File: config.mk
export PLATFORM = sky130hd
export DESIGN_NAME = uart_rx_param_flat
export DESIGN_NICKNAME = d
export VERILOG_FILES = /design/src/rtl/uart_rx_param_if.sv /design/src/rtl/uart_rx_param.sv /design/src/flat_wrapper.sv
export SDC_FILE = /design/constraint.sdc
export NUM_CORES = 1
export LEC_CHECK = 0
export ABC_AREA = 1
export CAP_MARGIN = 20
export CORE_MARGIN = 1.5
export CORE_UTILIZATION = 57
export DETAILED_ROUTE_END_ITERATION = 10
export PLACE_DENSITY_LB_ADDON = 0.3
export SYNTH_ARGS = -nofsm -noshare
export SYNTH_HDL_FRONTEND = slang
export SYNTH_SLANG_ARGS = --single-unit
File: constraint.sdc
create_clock -name CLK -period 2.5 [get_ports CLK]
set_input_delay 0.5 -clock CLK [delete_from_list [all_inputs] [get_ports CLK]]
set_output_delay 0.5 -clock CLK [all_outputs]
set_load 0.01 [all_outputs]
File: src/rtl/uart_rx_param_if.sv
// Serial-in and parallel-out bundle of the uart_rx_param receiver.
// The line/config driver uses master. The receiver uses slave.
interface uart_rx_param_if #(
    parameter int DATA_WIDTH = 8,
    parameter int PRESCALE_W = 6
);
    logic                  RX_IN;
    logic [PRESCALE_W-1:0] Prescale;
    logic                  PAR_EN;
    logic                  PAR_TYP;
    logic                  STP_2;
    logic [DATA_WIDTH-1:0] P_DATA;
    logic                  data_valid;
    logic                  par_err;
    logic                  stp_err;
    logic                  busy;

    modport master (
        output RX_IN, Prescale, PAR_EN, PAR_TYP, STP_2,
        input  P_DATA, data_valid, par_err, stp_err, busy
    );

    modport slave (
        input  RX_IN, Prescale, PAR_EN, PAR_TYP, STP_2,
        output P_DATA, data_valid, par_err, stp_err, busy
    );
endinterface

File: src/rtl/uart_rx_param.sv
// Parametrised UART receiver: 2-flop synchroniser, 3-sample majority vote,
// 1 or 2 stop bits, optional parity, and per-frame error pulses.
//
// state  | meaning
// IDLE   | line idle, waiting for rx_s = 0 (start edge 0)
// START  | timing the start bit; a majority of 1 is a glitch
// DATA   | receiving DATA_WIDTH bits, LSB first
// PARITY | receiving the parity bit
// STOP1  | first stop bit
// STOP2  | second stop bit (only when STP_2 was latched)
module uart_rx_param #(
    parameter int DATA_WIDTH = 8,
    parameter int PRESCALE_W = 6
) (
    input logic           CLK,
    input logic           RST,
    uart_rx_param_if.slave bus
);
    localparam int BIT_W = $clog2(DATA_WIDTH + 1);

    typedef enum logic [2:0] {
        IDLE   = 3'd0,
        START  = 3'd1,
        DATA   = 3'd2,
        PARITY = 3'd3,
        STOP1  = 3'd4,
        STOP2  = 3'd5
    } state_t;

    state_t                state;
    state_t                state_nxt;
    logic                  rx_meta;
    logic                  rx_s;
    logic [PRESCALE_W-1:0] edge_cnt;
    logic [PRESCALE_W-1:0] p_lat;
    logic [PRESCALE_W-1:0] half;
    logic [PRESCALE_W-1:0] presc_clamped;
    logic [BIT_W-1:0]      bit_cnt;
    logic [DATA_WIDTH-1:0] shift_q;
    logic [DATA_WIDTH-1:0] p_data_q;
    logic                  par_en_l;
    logic                  par_typ_l;
    logic                  stp2_l;
    logic                  smp0;
    logic                  smp1;
    logic                  smp2;
    logic                  smp2_eff;
    logic                  maj;
    logic                  par_flag;
    logic                  stp_flag;
    logic                  stp_bad;
    logic                  bit_end;
    logic                  start_det;
    logic                  eof;
    logic                  dv_q;
    logic                  pe_q;
    logic                  se_q;

    assign presc_clamped = (bus.Prescale < PRESCALE_W'(4)) ? PRESCALE_W'(4) : bus.Prescale;
    assign half          = p_lat >> 1;
    assign bit_end       = (edge_cnt == p_lat - PRESCALE_W'(1));

    // At P=4 the third sample point coincides with the decision edge,
    // so the live synchronised value stands in for the not-yet-stored sample.
    assign smp2_eff = (edge_cnt == half + PRESCALE_W'(1)) ? rx_s : smp2;
    assign maj      = (smp0 & smp1) | (smp0 & smp2_eff) | (smp1 & smp2_eff);

    assign stp_bad = stp_flag | (((state == STOP1) || (state == STOP2)) & ~maj);

    always_ff @(posedge CLK or negedge RST) begin
        if (!RST) begin
            rx_meta <= 1'b1;
            rx_s    <= 1'b1;
        end else begin
            rx_meta <= bus.RX_IN;
            rx_s    <= rx_meta;
        end
    end

    always_ff @(posedge CLK or negedge RST) begin
        if (!RST) begin
            state <= IDLE;
        end else begin
            state <= state_nxt;
        end
    end

    always_comb begin
        state_nxt = state;
        start_det = 1'b0;
        eof       = 1'b0;
        case (state)
            IDLE: begin
                if (!rx_s) begin
                    state_nxt = START;
                    start_det = 1'b1;
                end
            end
            START: begin
                if (bit_end) begin
                    state_nxt = maj ? IDLE : DATA;
                end
            end
            DATA: begin
                if (bit_end && (bit_cnt == BIT_W'(DATA_WIDTH - 1))) begin
                    state_nxt = par_en_l ? PARITY : STOP1;
                end
            end
            PARITY: begin
                if (bit_end) begin
                    state_nxt = STOP1;
                end
            end
            STOP1: begin
                if (bit_end) begin
                    if (stp2_l) begin
                        state_nxt = STOP2;
                    end else begin
                        state_nxt = IDLE;
                        eof       = 1'b1;
                    end
                end
            end
            STOP2: begin
                if (bit_end) begin
                    state_nxt = IDLE;
                    eof       = 1'b1;
                end
            end
            default: state_nxt = IDLE;
        endcase
    end

    always_ff @(posedge CLK or negedge RST) begin
        if (!RST) begin
            edge_cnt  <= '0;
            bit_cnt   <= '0;
            p_lat     <= PRESCALE_W'(4);
            par_en_l  <= 1'b0;
            par_typ_l <= 1'b0;
            stp2_l    <= 1'b0;
            smp0      <= 1'b1;
            smp1      <= 1'b1;
            smp2      <= 1'b1;
            shift_q   <= '0;
            par_flag  <= 1'b0;
            stp_flag  <= 1'b0;
            p_data_q  <= '0;
            dv_q      <= 1'b0;
            pe_q      <= 1'b0;
            se_q      <= 1'b0;
        end else begin
            dv_q <= 1'b0;
            pe_q <= 1'b0;
            se_q <= 1'b0;

            // The IDLE cycle that sees the start edge counts as edge 0.
            if (state == IDLE) begin
                edge_cnt <= start_det ? PRESCALE_W'(1) : '0;
            end else if (bit_end) begin
                edge_cnt <= '0;
            end else begin
                edge_cnt <= edge_cnt + PRESCALE_W'(1);
            end

            if (start_det) begin
                p_lat     <= presc_clamped;
                par_en_l  <= bus.PAR_EN;
                par_typ_l <= bus.PAR_TYP;
                stp2_l    <= bus.STP_2;
                par_flag  <= 1'b0;
                stp_flag  <= 1'b0;
            end

            if (state != IDLE) begin
                if (edge_cnt == half - PRESCALE_W'(1)) smp0 <= rx_s;
                if (edge_cnt == half)                  smp1 <= rx_s;
                if (edge_cnt == half + PRESCALE_W'(1)) smp2 <= rx_s;
            end

            if (bit_end) begin
                case (state)
                    START: bit_cnt <= '0;
                    DATA: begin
                        bit_cnt <= bit_cnt + BIT_W'(1);
                        shift_q <= {maj, shift_q[DATA_WIDTH-1:1]};
                    end
                    PARITY: par_flag <= (maj != ((^shift_q) ^ par_typ_l));
                    STOP1, STOP2: begin
                        if (!maj) stp_flag <= 1'b1;
                    end
                    default: ;
                endcase
            end

            if (eof) begin
                dv_q     <= ~par_flag & ~stp_bad;
                pe_q     <= par_flag;
                se_q     <= stp_bad;
                par_flag <= 1'b0;
                stp_flag <= 1'b0;
                if (!par_flag && !stp_bad) begin
                    p_data_q <= shift_q;
                end
            end
        end
    end

    assign bus.P_DATA     = p_data_q;
    assign bus.data_valid = dv_q;
    assign bus.par_err    = pe_q;
    assign bus.stp_err    = se_q;
    assign bus.busy       = (state != IDLE);
endmodule

File: src/flat_wrapper.sv
// flat-port wrapper written by rule: the top's interface ports become plain ports
module uart_rx_param_flat 
#(
    parameter int DATA_WIDTH = 8,
    parameter int PRESCALE_W = 6
)
  (CLK, RST, bus_RX_IN, bus_Prescale, bus_PAR_EN, bus_PAR_TYP, bus_STP_2, bus_P_DATA, bus_data_valid, bus_par_err, bus_stp_err, bus_busy);
  uart_rx_param_if #(.DATA_WIDTH(DATA_WIDTH), .PRESCALE_W(PRESCALE_W)) bus_i ();
  input logic CLK;
  input logic RST;
  input wire logic [$bits(bus_i.RX_IN)-1:0] bus_RX_IN;
  input wire logic [$bits(bus_i.Prescale)-1:0] bus_Prescale;
  input wire logic [$bits(bus_i.PAR_EN)-1:0] bus_PAR_EN;
  input wire logic [$bits(bus_i.PAR_TYP)-1:0] bus_PAR_TYP;
  input wire logic [$bits(bus_i.STP_2)-1:0] bus_STP_2;
  output wire logic [$bits(bus_i.P_DATA)-1:0] bus_P_DATA;
  output wire logic [$bits(bus_i.data_valid)-1:0] bus_data_valid;
  output wire logic [$bits(bus_i.par_err)-1:0] bus_par_err;
  output wire logic [$bits(bus_i.stp_err)-1:0] bus_stp_err;
  output wire logic [$bits(bus_i.busy)-1:0] bus_busy;
  assign bus_i.RX_IN = bus_RX_IN;
  assign bus_i.Prescale = bus_Prescale;
  assign bus_i.PAR_EN = bus_PAR_EN;
  assign bus_i.PAR_TYP = bus_PAR_TYP;
  assign bus_i.STP_2 = bus_STP_2;
  assign bus_P_DATA = bus_i.P_DATA;
  assign bus_data_valid = bus_i.data_valid;
  assign bus_par_err = bus_i.par_err;
  assign bus_stp_err = bus_i.stp_err;
  assign bus_busy = bus_i.busy;
  uart_rx_param #(.DATA_WIDTH(DATA_WIDTH), .PRESCALE_W(PRESCALE_W)) u_core (.CLK(CLK), .RST(RST), .bus(bus_i));
endmodule
### Yosys cells after proc, flatten, opt, wreduce, memory -nomap -nowiden

Index checks and enable logic that the tools add are counted.

* flip-flop bits (word level): 48
* output and inout port bits: 12

* multiplexer cells: 34
* bitwise logic cells: 12
* eq/ne operators: 17
* $lt $le $gt $ge: 1
* reductions and logical operators: 16
* add/subtract/negate cells: 5

Operator list (number)
* 3-bit 2-to-1 mux: 8
* 1-bit 2-to-1 mux: 19
* 6-bit == test: 3
* 6-bit 2-to-1 mux: 3
* 3-bit one-hot mux with 6 select lines: 1
* 2-bit by 1-bit inequality test with 1-bit output (second input constant): 5
* 2-bit AND reduction: 5
* 4-bit one-hot mux with 2 select lines: 1
* 8-bit parity: 1
* 5-bit by 1-bit adder with 6-bit output (second input constant): 1
* 6-bit by 1-bit adder with 6-bit output (second input constant): 1
* 3-bit by 2-bit == test with 1-bit output (second input constant): 2
* 3-bit == test (second input constant): 2
* 6-bit by 5-bit == test with 1-bit output: 1
* 6-bit by 3-bit < comparator with 1-bit output (second input constant): 1
* 6-bit AND reduction: 1
* 5-bit by 1-bit subtractor with 6-bit output (second input constant): 1
* 6-bit by 1-bit subtractor with 6-bit output (second input constant): 1
* 1-bit AND: 5
* 4-bit by 1-bit adder with 4-bit output (second input constant): 1
* 4-bit by 3-bit == test with 1-bit output (second input constant): 1
* 3-bit by 1-bit == test with 1-bit output (second input constant): 1
* 3-bit logical NOT: 1
* 1-bit NOT: 3
* other kinds (12): 16

### Logic depth before layout (Yosys ltp)

Gate-level depths: netlist of run 1.

* depth after elaboration: 12
* mapped depth: 15
* mapped depth without buffers: 15

### Least setup slack after synthesis of run 1

OpenSTA, ideal clock, no wires.

* kind: reg2reg
* start: register u_core.p_lat[2]
* end: register u_core.p_data_q[0], in the netlist u_core.bus.P_DATA[0]
* clock period less this slack: 2077 ps
* buffers on the path: 0
* data required time: 2382 ps
* data arrival time: 1959 ps
* slack: 423 ps
* stages on the path, launching flop included: 11
* setup time: 118 ps
* cells stage by stage: dfstp_2 > inv_1 > ha_1 > nand2_1 > xor2_1 > xor2_2 > nand4_4 > nor2_8 > nand3_4 > nand2_1 > nand2_1

* cells in the longest elaborated chain, start to end: 12
* elaborated cells between the ends (all ways): 18
* classes of those cells: 2 x add/sub; 2 x eq/ne; 4 x mux; 7 x bitwise; 3 x reduce/logical

Ends and longest elaborated chain
* from (decl): line uart_rx_param.sv:35 `logic [PRESCALE_W-1:0] p_lat;`
* from (signal assigned): line uart_rx_param.sv:167 `p_lat <= presc_clamped;`
* 5-bit by 1-bit adder with 6-bit output: line uart_rx_param.sv:65 `assign smp2_eff = (edge_cnt == half + PRESCALE_W'(1)) ? rx_s : smp2;`
* 6-bit == test: line uart_rx_param.sv:65
* 1-bit 2-to-1 mux: line uart_rx_param.sv:65
* 1-bit AND: line uart_rx_param.sv:66 `assign maj = (smp0 & smp1) | (smp0 & smp2_eff) | (smp1 & smp2_eff);`
* 1-bit OR (2 in series): line uart_rx_param.sv:66
* 1-bit NOT: line uart_rx_param.sv:68 `assign stp_bad = stp_flag | (((state == STOP1) || (state == STOP2)) & ~maj);`
* 1-bit AND: line uart_rx_param.sv:68
* 1-bit OR: line uart_rx_param.sv:68
* 1-bit logical NOT: line uart_rx_param.sv:202 `if (!par_flag && !stp_bad) begin`
* 1-bit logical AND: line uart_rx_param.sv:202
* 2-bit AND reduction (no line) *
* to (signal assigned): line uart_rx_param.sv:203 `p_data_q <= shift_q;`
* to (decl): line uart_rx_param.sv:40 `logic [DATA_WIDTH-1:0] p_data_q;`

Mark *: on every way between the ends. The rest lies on a longest branch, timed or not.
A chain may end at the register's enable or synchronous reset.

### Worst setup path after layout of run 1

* start: register u_core.p_lat[2]
* end: register u_core.p_data_q[3], in the netlist u_core.bus.P_DATA[3]

The elaborated chain is that of the path after synthesis.

==> impl_metrics.csv, run 1 <==
group,metric,value,unit
clocking,cts_made_buffers,5,
yosys,yosys.area_share.simple,30.84,%
global_route,antenna_found_initial,0,
sta,fin_crit,2.378,ns
setup_path,r2r-start,"u_core.p_lat[2]",
detailed_routing,drt_wl_total,5933,um
final_layout,utilization,72.60,%
setup_path,arrival,2.58,ns
clocking,cts_sinks,48,
placed_design,gp_congestion,1.022,
sta,setup_viol,0,
global_route,top_usage_layer,"met1",
die,core.rowCount,24,
setup_path,required,2.70,ns
yosys,avgSynthCellArea,8.006,um2
final_layout,fin_nets,398,
setup_path,r2r_slack,0.12,ns
pwr,static-leakage-power,1.574,nW
global_route,grt_usage,24.62,%
placed_design,io_buffers,23,
sta,worst_hold_slack,0.1830,ns
sta,worst_pin_slew,0.5704,ns
sta,finalHoldViolations,0,
yosys,yosysWarnings,0,
yosys,synth_top_cell_area_share,38.50,%
yosys,syn_inst,341,
detailed_routing,drtIter0Drc,217,
yosys,synthXorXnorAreaFrac,6.645,%
yosys,ys.flop_type,"dfrtp_1",
yosys,synth_top_family_by_area,"simple AND/OR/NAND/NOR gates",
yosys,synth_most_common_cell,"nand2_1",
setup_path,reg2reg_to,"u_core.bus.P_DATA[3]",
final_layout,final_cells,433,
die,core,4474,um2
detailed_routing,drc,0,
detailed_routing,dr_total_vias,2316,
yosys,synthTopCellsByCount,"nand2_1 (105), dfrtp_1 (42), inv_1 (40)",
final_layout,area_delta_synth_final,18.97,%
yosys,synthArstFlopShare,100.0,%
die,die_area,5214,um2
yosys,yosysUniqueCellTypes,39,
global_route,overflow,0,
min_path,hp-class,"input pin to asynchronous set/reset pin",
final_layout,layout-drive-gt1-share,12.34,%
placed_design,place_inst,420,
yosys,synth.top_cells.by_area,"dfrtp_1 (38%), nand2_1 (14%), dfstp_2 (5.8%)",
global_route,grt_max_degree,26,
clocking,clk-insertion-delay-late,0.30,ns
sta,fin_crit_sh,95.10,%
yosys,synth-edff-count,0,
sta,final-max-slew-violation-count,0,
detailed_routing,drtAntennaViolNets,0,
global_route,grt_pass1_vias,2139,
detailed_routing,wl_per_cell,13.70,um
die,initial_utilization,61.02,%
yosys,ys_ff_latch,48,
setup_path,critical_path.endpoint_type,"register",
yosys,syn-num-nets,359,
yosys,yosysTopAreaCell,"dfrtp_1",
pwr,vdd_drop_max,550.3,uV
global_route,use_met1,38.04,%
pwr,cellPowerDensity,1014,nW/um2
die,ioPinCount,24,
clocking,cts_tree,"done",
die,fp.dieW,72.21,um
yosys,synth_fa_ha_area_share,2.750,%
setup_path,ff2ff_path_depth,10,
global_route,grt_pass1_wl,9936,um
job,cap_violations,0,
yosys,syn_area,2730,um2
clocking,cts.clk_slew.worst_paths,0.09,ns
detailed_routing,drt-vias-per-instance,5.349,
outcome,status,"finished clean",
clocking,htree_levels,2,
yosys,synthMuxAreaShare,0.3666,%
yosys,yosysSeqAreaShare,44.27,%
placed_design,dp_hpwl,4434,um
setup_path,critPathMaxFanout,9,
clocking,cts_buffer_depth,2,
detailed_routing,drt_first_pass_iters,5,
clocking,cts-root-buf,"clkbuf_8",
setup_path,start_kind,"register",
sta,slew_headroom,61.97,%
die,die_y,72.21,um
global_route,gr-usage-met3,3.889,%
setup_path,crit_type,"register to register",
sta,finClkSkew,0.009595,ns
final_layout,num_antenna_cells,0,
sta,max_freq,0.4206,GHz
yosys,synth-compound-area-share,8.387,%
global_route,use_met2,35.60,%
## state kept, by name, summed over array words and instances, names as in the netlist, 3 cells and up
register and count:
u_core.bit_cnt 4, u_core.shift_q 8, u_core.state 3, u_core.p_lat 6, u_core.bus.P_DATA 8, u_core.edge_cnt 6
## critical path, stage by stage (launching register included)
cell and delay (ns):
dfstp_2 0.60, inv_1 0.11, ha_1 0.23, nand2_1 0.13
xor2_2 0.22, xor2_2 0.30, nand4_4 0.21, nor2_8 0.20
nand3_4 0.13, nand2_1 0.10, nand2_1 0.05
## layout by cell type, fill, tap and decap left out, types with 2 or more instances in the layout
| cell type | netlist | final |
|---|---|---|
| nand2_1 | 105 | 105 |
| dfrtp_1 | 42 | 42 |
| inv_1 | 40 | 40 |
| nor2_1 | 25 | 25 |
| nand3_1 | 23 | 23 |
| clkdlybuf4s50_1 | 0 | 22 |
| o21ai_0 | 14 | 14 |
| nand4_1 | 11 | 11 |
| xnor2_1 | 10 | 10 |
| buf_4 | 0 | 8 |
| xor2_1 | 7 | 6 |
| ha_1 | 6 | 6 |
| clkbuf_8 | 0 | 6 |
| dfstp_2 | 6 | 6 |
| a21oi_1 | 6 | 5 |
| inv_2 | 4 | 4 |
| o21ai_2 | 4 | 4 |
| nand2b_1 | 3 | 3 |
| xor2_2 | 2 | 3 |
| nand3_4 | 1 | 3 |
| o21ai_1 | 3 | 3 |
| buf_12 | 0 | 3 |
| nor3_1 | 2 | 2 |
| nor3b_1 | 2 | 2 |
| a21boi_0 | 2 | 2 |
| o21bai_1 | 2 | 2 |
| o22ai_1 | 2 | 2 |
| o31ai_1 | 2 | 2 |
## metal layers
metal | routed length, um | part of all wire (%) | vias to the layer above
met4 | 74 | 1.2 | 0
li1 | - | - | 1179
met2 | 2674 | 45 | 56
met1 | 2868 | 48 | 1074
met3 | 315 | 5.3 | 7
met5 | 0 | 0 | -
## worst max-delay path by stage
stage | endpoint | cells past startpoint | slack [ns] | start
detailed placement | u_core.bit_cnt[0] | 8 | 0.19 | u_core.p_lat[2]
floorplan | u_core.bus.P_DATA[0] | 10 | 0.42 | u_core.p_lat[2]
global route | u_core.bus.P_DATA[2] | 10 | -0.03 | u_core.p_lat[2]
global placement | u_core.bus.P_DATA[5] | 10 | 0.21 | u_core.p_lat[2]
finish | u_core.bus.P_DATA[3] | 10 | 0.12 | u_core.p_lat[2]
CTS | u_core.bus.P_DATA[7] | 10 | 0.15 | u_core.p_lat[2]
## where the power goes
group          total [mW]  internal (mW)  switching [mW]
clock               0.495          0.227           0.269
sequential           1.15          0.955           0.197
combinational        1.65          0.629            1.02
## cells by family after synthesis
kind of cell	after synthesis
simple gates	182
compound gates	38
xor+xnor	19
flops	48
buf+inv	47
mux	1
fa+ha+maj	6
## area by class of cell
| class | instances | area, um2 |
|---|---|---|
| clock buffers | 6 | 82.58 |
| clock inverters | 2 | 13.76 |
| fillers | 348 | 1226 |
| inverters | 45 | 168.9 |
| multi-input cells | 246 | 1364 |
| flip-flops and latches | 48 | 1209 |
| well taps | 52 | 65.06 |
| repair buffers | 34 | 345.3 |
## per-stage QoR
stage / setup slack (ns) / power [mW] / instance area [um2] / TNS (ns)
2_1_floorplan: 0.4227 / 2.256 / 2730 / 0
3_3_place_gp: 0.2054 / 2.628 / 3063 / 0
3_5_place_dp: 0.1875 / 2.660 / 3063 / 0
4_1_cts: 0.1468 / 3.164 / 3159 / 0
5_1_grt: -0.02737 / 3.558 / 3248 / -0.1018
6_report: 0.1224 / 3.295 / 3248 / 0
## repair_timing
action | CTS | global route
hold buffers | 0 | 0
buffers inserted | 0 | 5
resized for setup | 0 | 4
setup endpoints to repair | 0 | 20
No activity file was read; power rests on OpenSTA's default activity.
==> run 2, diff against run 1 <==
--- a/config.mk
+++ b/config.mk
@@ -8,7 +8,9 @@
 export ABC_AREA = 1
 export CAP_MARGIN = 20
 export CORE_MARGIN = 1.5
-export CORE_UTILIZATION = 57
+export CORE_UTILIZATION = 60
+export CTS_BUF_LIST = sky130_fd_sc_hd__clkbuf_4
+export CTS_CLUSTER_DIAMETER = 30
 export DETAILED_ROUTE_END_ITERATION = 10
 export PLACE_DENSITY_LB_ADDON = 0.3
 export SYNTH_ARGS = -nofsm -noshare
==> impl_metrics.csv, run 2 (same netlist as run 1, synthesis figures left out) <==
group,metric,value,unit
sta,setup_viol,0,
detailed_routing,wl_per_cell,13.04,um
detailed_routing,drc,0,
detailed_routing,dr_total_vias,2319,
job,cap_violations,0,
min_path,hp-class,"input pin to asynchronous set/reset pin",
global_route,grt_pass1_vias,2232,
pwr,static-leakage-power,1.535,nW
sta,worst_pin_slew,0.5991,ns
pwr,vdd_drop_max,572.3,uV
die,core,4354,um2
sta,max_freq,0.4270,GHz
setup_path,start_kind,"register",
placed_design,io_buffers,23,
placed_design,dp_slack,0.1681,ns
sta,finClkSkew,0.01445,ns
sta,final-max-slew-violation-count,0,
setup_path,crit_type,"register to register",
setup_path,arrival,2.62,ns
final_layout,mostFrequentLayoutCell,"nand2_1",
placed_design,dp_hpwl,4275,um
final_layout,multiInputGateArea,1354,um2
clocking,cts_made_buffers,5,
die,fp.dieW,70.46,um
sta,tns,0,ns
die,initial_utilization,62.70,%
setup_path,critical_path.endpoint_type,"register",
global_route,grt_max_degree,49,
placed_design,gp_congestion,0.9415,
final_layout,seq_area,1209,um2
final_layout,layout-drive-gt1-share,11.38,%
sta,fin_crit,2.342,ns
global_route,grt_pass1_wl,9867,um
setup_path,required,2.78,ns
sta,grt_setup_unrepaired,"true",
clocking,cts-root-buf,"clkbuf_4",
detailed_routing,drt-vias-per-instance,5.393,
pwr,cellPowerDensity,983.2,nW/um2
sta,slew_headroom,60.06,%
pwr,power,3.096,mW
die,core.rowCount,24,
detailed_routing,drt_first_pass_iters,4,
clocking,cts.clk_slew.worst_paths,0.15,ns
detailed_routing,drt_wl_total,5609,um
clocking,cts_buffer_depth,2,
outcome,status,"finished clean",
final_layout,fillCellCount,346,
clocking,clk-insertion-delay-late,0.37,ns
die,die_y,70.46,um
final_layout,final_cell_mix,"nand2_1 (105), dfrtp_1 (42), inv_1 (40)",
final_layout,fin_nets,395,
detailed_routing,drtIter0Drc,159,
sta,finalHoldViolations,0,
setup_path,critPathMaxFanout,9,
sta,fin_crit_sh,93.67,%
clocking,cts_sinks,48,
final_layout,area_delta_synth_final,15.35,%
final_layout,num_antenna_cells,0,
clocking,cts_tree,"done",
die,ioPinCount,24,
clocking,htree_levels,2,
die,die_area,4964,um2
final_layout,utilization,72.33,%
global_route,antenna_found_initial,0,
detailed_routing,drtAntennaViolNets,0,
global_route,overflow,0,
sta,worst_slack,0.1583,ns
global_route,grt_usage,25.08,%
[run 2: cell count changes in the layout (fill, tap and decap cells not counted), moves of 2 or more]
cell      change
buf_12        -2
nand3_2       +2
clkbuf_8      -6
clkbuf_4      +5
[run 2: timing repair]
item	4_1_cts	5_1_grt
gates resized for setup	0	3
buffers inserted	0	2
hold buffers	0	0
endpoints found under the setup margin	0	20
[run 2: stage by stage]
step           hold WS (ns)  instance area [um2]  std cells
6_report             0.1914                 3149        430
5_1_grt              0.2547                 3149        430
4_1_cts              0.2117                 3105        428
3_5_place_dp         0.3530                 3050        420
3_3_place_gp         0.3457                 3050        420
2_1_floorplan        0.2044                 2730        341
[run 2: cell type report]
class	instances	area share, %
Multi-Input combinational cell	246	42.99
Sequential cell	48	38.38
Timing Repair Buffer	31	9.456
Inverter	45	5.364
Tap cell	52	2.066
Clock buffer	5	1.192
Clock inverter	3	0.5562
[run 2: final timing paths]
check | from | endpoint | slack, ns | depth (start not counted)
setup / recovery | u_core.p_lat[2] | u_core.shift_q[7] | 0.16 | 10
hold / removal | RST | u_core.p_lat[3] | 0.19 | 2
setup reg to reg | u_core.p_lat[2] | u_core.shift_q[7] | 0.16 | 10
hold reg to reg | u_core.rx_meta | u_core.rx_s | 0.37 | 0
max in group asynchronous | RST | u_core.state[1] | 1.90 | 2
min in group CLK | u_core.rx_meta | u_core.rx_s | 0.37 | 0
[run 2: worst max-delay path: stages (launching register included)]
cell and delay [ns]:
dfstp_2 0.61, inv_1 0.10, ha_1 0.24, nand2_1 0.09
xor2_1 0.22, xor2_2 0.28, nand3_2 0.25, nor2_4 0.22
inv_2 0.10, nand2_1 0.07, o21ai_1 0.06
[run 2: report_power, final]
group          switching (mW)  internal (mW)  leakage [nW]
Clock                   0.258          0.109        0.0330
Combinational           0.993          0.601         0.873
Sequential              0.181          0.954         0.628
Total                    1.43           1.66          1.53
[run 2: metal layers]
layer  vias up  GRT usage (%)  share of wire [%]
li1       1177              -                  -
met1      1070          37.94                 49
met2        64          35.74                 44
met3         8          4.762                5.7
met4         0          9.402                1.5
met5         -              0                  0
